[src/rtl/imem_loader.sv]
// imem_loader: receives a length-prefixed byte stream, writes it into instruction memory and holds
// the core in reset until the load completes. Define IMEM_LOADER_CHECKSUM_EN to require a trailing XOR checksum byte.
module imem_loader #(
    parameter int unsigned IMEM_DEPTH = 4096
) (
    input  logic        clk,
    input  logic        rst,
    input  logic        start,
    input  logic        rx_valid,
    input  logic [7:0]  rx_data,
    output logic        rx_ready,
    output logic        imem_we,
    output logic [15:0] imem_addr,
    output logic [15:0] imem_wdata,
    output logic        core_rst,
    output logic        done,
    output logic        err
);

    typedef enum logic [3:0] {
        IDLE    = 4'd0,
        LEN_HI  = 4'd1,
        LEN_LO  = 4'd2,
        DATA_HI = 4'd3,
        DATA_LO = 4'd4,
        WRITE   = 4'd5,
        CHK     = 4'd6,
        DONE    = 4'd7,
        ERROR   = 4'd8
    } state_t;

    state_t      state_r;
    state_t      state_next_s;
    logic [15:0] len_r;
    logic [15:0] addr_r;
    logic [7:0]  hi_r;
    logic [15:0] imem_addr_r;
    logic [15:0] imem_wdata_r;
    logic        rx_ready_r;
    logic        imem_we_r;
    logic        core_rst_r;
    logic        done_r;
    logic        err_r;
    logic        accept_s;
    logic        len_bad_s;
    logic        last_word_s;
`ifdef IMEM_LOADER_CHECKSUM_EN
    logic [7:0]  chk_r;
`endif

    assign accept_s    = rx_valid & rx_ready_r;
    assign len_bad_s   = ({len_r[15:8], rx_data} == 16'd0) ||
                         (32'({len_r[15:8], rx_data}) > IMEM_DEPTH);
    assign last_word_s = ((addr_r + 16'd1) == len_r);

    assign rx_ready   = rx_ready_r;
    assign imem_we    = imem_we_r;
    assign imem_addr  = imem_addr_r;
    assign imem_wdata = imem_wdata_r;
    assign core_rst   = core_rst_r;
    assign done       = done_r;
    assign err        = err_r;

    // Next-state decode; start is honoured only from IDLE or DONE.
    always_comb begin
        state_next_s = state_r;
        case (state_r)
            IDLE, DONE: begin
                if (start) state_next_s = LEN_HI;
                else       state_next_s = state_r;
            end
            LEN_HI: begin
                if (accept_s) state_next_s = LEN_LO;
                else          state_next_s = LEN_HI;
            end
            LEN_LO: begin
                if (accept_s) state_next_s = len_bad_s ? ERROR : DATA_HI;
                else          state_next_s = LEN_LO;
            end
            DATA_HI: begin
                if (accept_s) state_next_s = DATA_LO;
                else          state_next_s = DATA_HI;
            end
            DATA_LO: begin
                if (accept_s) state_next_s = WRITE;
                else          state_next_s = DATA_LO;
            end
            WRITE: begin
`ifdef IMEM_LOADER_CHECKSUM_EN
                if (last_word_s) state_next_s = CHK;
`else
                if (last_word_s) state_next_s = DONE;
`endif
                else             state_next_s = DATA_HI;
            end
            CHK: begin
`ifdef IMEM_LOADER_CHECKSUM_EN
                if (accept_s) state_next_s = (rx_data == chk_r) ? DONE : ERROR;
                else          state_next_s = CHK;
`else
                state_next_s = ERROR;
`endif
            end
            ERROR:   state_next_s = ERROR;
            default: state_next_s = IDLE;
        endcase
    end

    // State, registered outputs (decoded from the next state) and load datapath.
    always_ff @(posedge clk) begin
        if (rst) begin
            state_r      <= IDLE;
            len_r        <= 16'd0;
            addr_r       <= 16'd0;
            hi_r         <= 8'd0;
            imem_addr_r  <= 16'd0;
            imem_wdata_r <= 16'd0;
            rx_ready_r   <= 1'b0;
            imem_we_r    <= 1'b0;
            core_rst_r   <= 1'b1;
            done_r       <= 1'b0;
            err_r        <= 1'b0;
`ifdef IMEM_LOADER_CHECKSUM_EN
            chk_r        <= 8'd0;
`endif
        end else begin
            state_r    <= state_next_s;
            rx_ready_r <= (state_next_s inside {LEN_HI, LEN_LO, DATA_HI, DATA_LO, CHK});
            imem_we_r  <= (state_next_s == WRITE);
            core_rst_r <= (state_next_s != DONE);
            done_r     <= (state_next_s == DONE);
            err_r      <= (state_next_s == ERROR);
            case (state_r)
                IDLE, DONE: begin
                    if (start) begin
                        addr_r <= 16'd0;
`ifdef IMEM_LOADER_CHECKSUM_EN
                        chk_r  <= 8'd0;
`endif
                    end
                end
                LEN_HI:  if (accept_s) len_r[15:8] <= rx_data;
                LEN_LO:  if (accept_s) len_r[7:0] <= rx_data;
                DATA_HI: begin
                    if (accept_s) begin
                        hi_r  <= rx_data;
`ifdef IMEM_LOADER_CHECKSUM_EN
                        chk_r <= chk_r ^ rx_data;
`endif
                    end
                end
                // The write port is loaded here so it holds its value outside WRITE.
                DATA_LO: begin
                    if (accept_s) begin
                        imem_addr_r  <= addr_r;
                        imem_wdata_r <= {hi_r, rx_data};
`ifdef IMEM_LOADER_CHECKSUM_EN
                        chk_r        <= chk_r ^ rx_data;
`endif
                    end
                end
                WRITE:   addr_r <= addr_r + 16'd1;
                default: ;
            endcase
        end
    end

endmodule

[config.mk]
export PLATFORM = sky130hd
export DESIGN_NAME = imem_loader
export DESIGN_NICKNAME = d
export VERILOG_FILES = /design/src/rtl/imem_loader.sv
export SDC_FILE = /design/constraint.sdc
export NUM_CORES = 1
export LEC_CHECK = 0
export BUFFER_PORTS_ARGS = -buffer_cell sky130_fd_sc_hd__clkbuf_2
export CAP_MARGIN = 0
export CORE_MARGIN = 5
export CORE_UTILIZATION = 52
export CTS_CLUSTER_SIZE = 8
export DETAILED_ROUTE_END_ITERATION = 7
export HOLD_SLACK_MARGIN = 0.03
export PLACE_DENSITY = 0.76
export SYNTH_ARGS = -nofsm -noshare
export SYNTH_HDL_FRONTEND = slang
export SYNTH_SLANG_ARGS = --single-unit
[constraint.sdc]
create_clock -name clk -period 2.25 [get_ports clk]
set_input_delay 0 -clock clk [delete_from_list [all_inputs] [get_ports clk]]
set_output_delay 0 -clock clk [all_outputs]
set_load 0.01 [all_outputs]
==> flow_metrics.tcl <==
set metrics [dict create \
    status "finished clean" \
    maxSlewHeadroom_pct 58.91 \
    dr.pass1.iters 4 \
    yosysTopAreaCell "dfxtp_1" \
    crit_type "register to register" \
    netlist_area_um2 3794 \
    die_area_um2 9104 \
    ant_nets 0 \
    ys_warn_count 0 \
    ys_async_sr_fraction_pct 0 \
    grt_overflow 0 \
    path_clk_slew_ns 0.08 \
    final_common_cell "nand2_1" \
    synth_cell_types 56 \
    seq_area_frac_synth_pct 42.74 \
    ios 49 \
    coreArea_um2 7176 \
    num_rows 31 \
    clockBufferDepth 2 \
    critPathRequiredTime_ns 2.50 \
    grt_max_degree 60 \
    min-delay-path-class "input pin to register" \
    timing.rr.start "addr_r[2]" \
    grt_pass1_vias 3220 \
    grt_use_total_pct 22.25 \
    min_period_ns 2.160 \
    cts_made_buffers 9 \
    power_switching_mw 0.6976 \
    drc 0 \
    p_leak_nw 1.774 \
    worst-path-max-fanout 10 \
    peakVddDrop_v 0.0004341 \
    yosys-top-cells-area "dfxtp_1 43%, nand2_1 8.8%, a21oi_1 6.6%" \
    drt-wirelength-per-cell_um 15.39 \
    synth_edf_count 0 \
    area_growth_pct 19.72 \
    dp.cells 609 \
    cp.arrival_ns 2.41 \
    gp_congestion 0.9199 \
    io_buffer_count 48 \
    start_kind "register" \
    cts_setup_buffers 0 \
    final_nets 542 \
    reg2reg_depth 7 \
    clkPwrFrac_pct 35.0 \
    avgSynthCellArea_um2 8.072 \
    syn_inst 470 \
    start_util_pct 52.87 \
    wirelength_um 9708 \
    p_comb_share_pct 9.2 \
    ys.flop_type "dfxtp_1" \
    cts_sinks 81 \
    clock-root-buffer "clkbuf_8" \
    drt_iter0_markers 180 \
    fill_cells 653 \
    fmax_mhz 462.9 \
    die_h_um 95.42 \
    tritoncts "done" \
    worstSetupStartpoint "addr_r[2]" \
    fin_cells 631 \
    postLayoutCellArea_um2 4542 \
    insertedDiodeCount 0 \
    grt_pass1_wl_um 15790 \
    p_seq_share_pct 55.7 \
    worst_slew_pin_slew_ns 0.6131 \
    clk-insertion-delay-late_ns 0.35 \
    finClkSkew_ns 0.007541 \
    htreeDepth 3 \
    routed_via_density 5.596 \
    crit-reg2reg-capture "core_rst" \
    dp_hpwl_um 6746 \
    slew_violations 0 \
    critPathCapture "core_rst" \
    place_area_um2 4240 \
    fin_crit_sh_pct 96.01 \
    synth_top_area_share_pct 42.74 \
    die_w_um 95.42 \
    finalHoldViolCount 0 \
    drv_cap 0 \
    setup_viol 0 \
    ys_seq_elements 81 \
    internal_power_mw 1.929 \
    final_cell_mix "89 x nand2_1, 76 x dfxtp_1, 54 x nor2_1, 50 x a21oi_1, 48 x clkbuf_2" \
    pwr_density_cell_nw_per_um2 578.4 \
    p_sw_share_pct 26.56 \
    num_vias 3531 \
    synth_nets 483 \
    critPathCaptureType "register" \
    antenna_found_initial 0 \
    layout-drive-gt1-share_pct 20.30 \
    worstHoldStart "rst" \
    r2r_slack_ns 0.09 \
]
[worst min path at each step]
stage / to / slack, ns / depth (start not counted)
after CTS: imem_addr[14] / 0.14 / 2
after detailed placement: imem_wdata[0] / 0.30 / 3
final: imem_addr[13] / 0.15 / 2
after global placement: imem_wdata[0] / 0.29 / 3
after global routing: addr_r[10] / 0.17 / 2
after floorplan: imem_wdata[0] / 0.14 / 2
[cells in the mapped netlist (3+ instances only)]
cell type,n
nand4_1,8
xnor2_1,10
nand2_1,89
nor4_1,7
o21ai_0,17
a31oi_1,6
nor2_1,55
and4_1,3
clkbuf_1,26
nor2b_1,8
a21oi_1,50
buf_1,3
inv_1,4
mux2i_1,24
dfxtp_1,81
or3_1,3
nand3_1,5
nand4b_1,3
nor3_1,7
buf_2,6
xor2_1,8
a22oi_1,3
a311oi_1,5
[what timing repair did]
| action | CTS | global route |
|---|---|---|
| pin swaps | 0 | 2 |
| setup endpoints to repair | 1 | 5 |
| resized for setup | 1 | 11 |
| endpoints found under the hold margin | 29 | 0 |
| hold buffers | 8 | 0 |
[logic make-up after synthesis]
logic type,count (synthesis),share of synthesized area (%)
AND/OR/NAND/NOR,206,25.76
AO/OA/AOI/OAI,99,16.03
flip-flops,81,42.74
buffers and inverters,41,4.650
multiplexers,24,6.332
XOR/XNOR,18,4.156
adder cells (fa/ha/maj),1,0.3298
[routing by layer]
| layer | routed length [µm] | track usage, % | vias to the layer above |
|---|---|---|---|
| met3 | 604 | 4.341 | 17 |
| met5 | 0 | 0 | - |
| li1 | - | - | 1741 |
| met4 | 178 | 7.938 | 0 |
| met1 | 4359 | 28.98 | 1663 |
| met2 | 4566 | 36.68 | 110 |
[layout make-up]
| type | instances | area, µm² | area share, % |
|---|---|---|---|
| inverter | 4 | 15.01 | 0.3306 |
| sequential | 81 | 1633 | 35.95 |
| multi-input combinational | 348 | 2062 | 45.40 |
| clock inverter | 5 | 33.78 | 0.7438 |
| clock buffer | 9 | 123.9 | 2.727 |
| tap | 99 | 123.9 | 2.727 |
| timing repair buffer | 85 | 550.5 | 12.12 |
[critical path: stages (launching register included)]
cell	delay [ns]
dfxtp_1	0.38
buf_4	0.19
and4_1	0.22
and2_1	0.20
a31oi_1	0.11
a221oi_1	0.50
o2111ai_4	0.22
a21bo_1	0.23
[metrics by stage]
step                hold slack, ns  util (%)  total power [mW]  setup WS [ns]  setup TNS [ns]
detailed placement          0.2991     59.09             1.720      0.0004046               0
global route                0.1744     63.30             2.736       -0.02550        -0.02550
finish                      0.1483     63.30             2.627        0.08968               0
floorplan                   0.1360         -             1.638        0.01109               0
CTS                         0.1372     62.55             2.636       0.003959               0
global placement            0.2928     59.09             1.716        0.07412               0
[state kept, by name (all words and copies together), names as in the netlist]
register and cells:
err 1, core_rst 1, imem_wdata 16, state_r 4, addr_r 16, rx_ready 1, done 1, len_r 16
imem_we 1, imem_addr 16, hi_r 8
[power by group through the flow]
stage,clock (mW),sequential [mW],combinational [mW]
after global placement,0,1.50,0.218
after global routing,1.00,1.47,0.265
final,0.920,1.46,0.243
after floorplan,0,1.50,0.142
after detailed placement,0,1.50,0.221
after CTS,0.937,1.47,0.234
(Power assumes the default switching activity.)
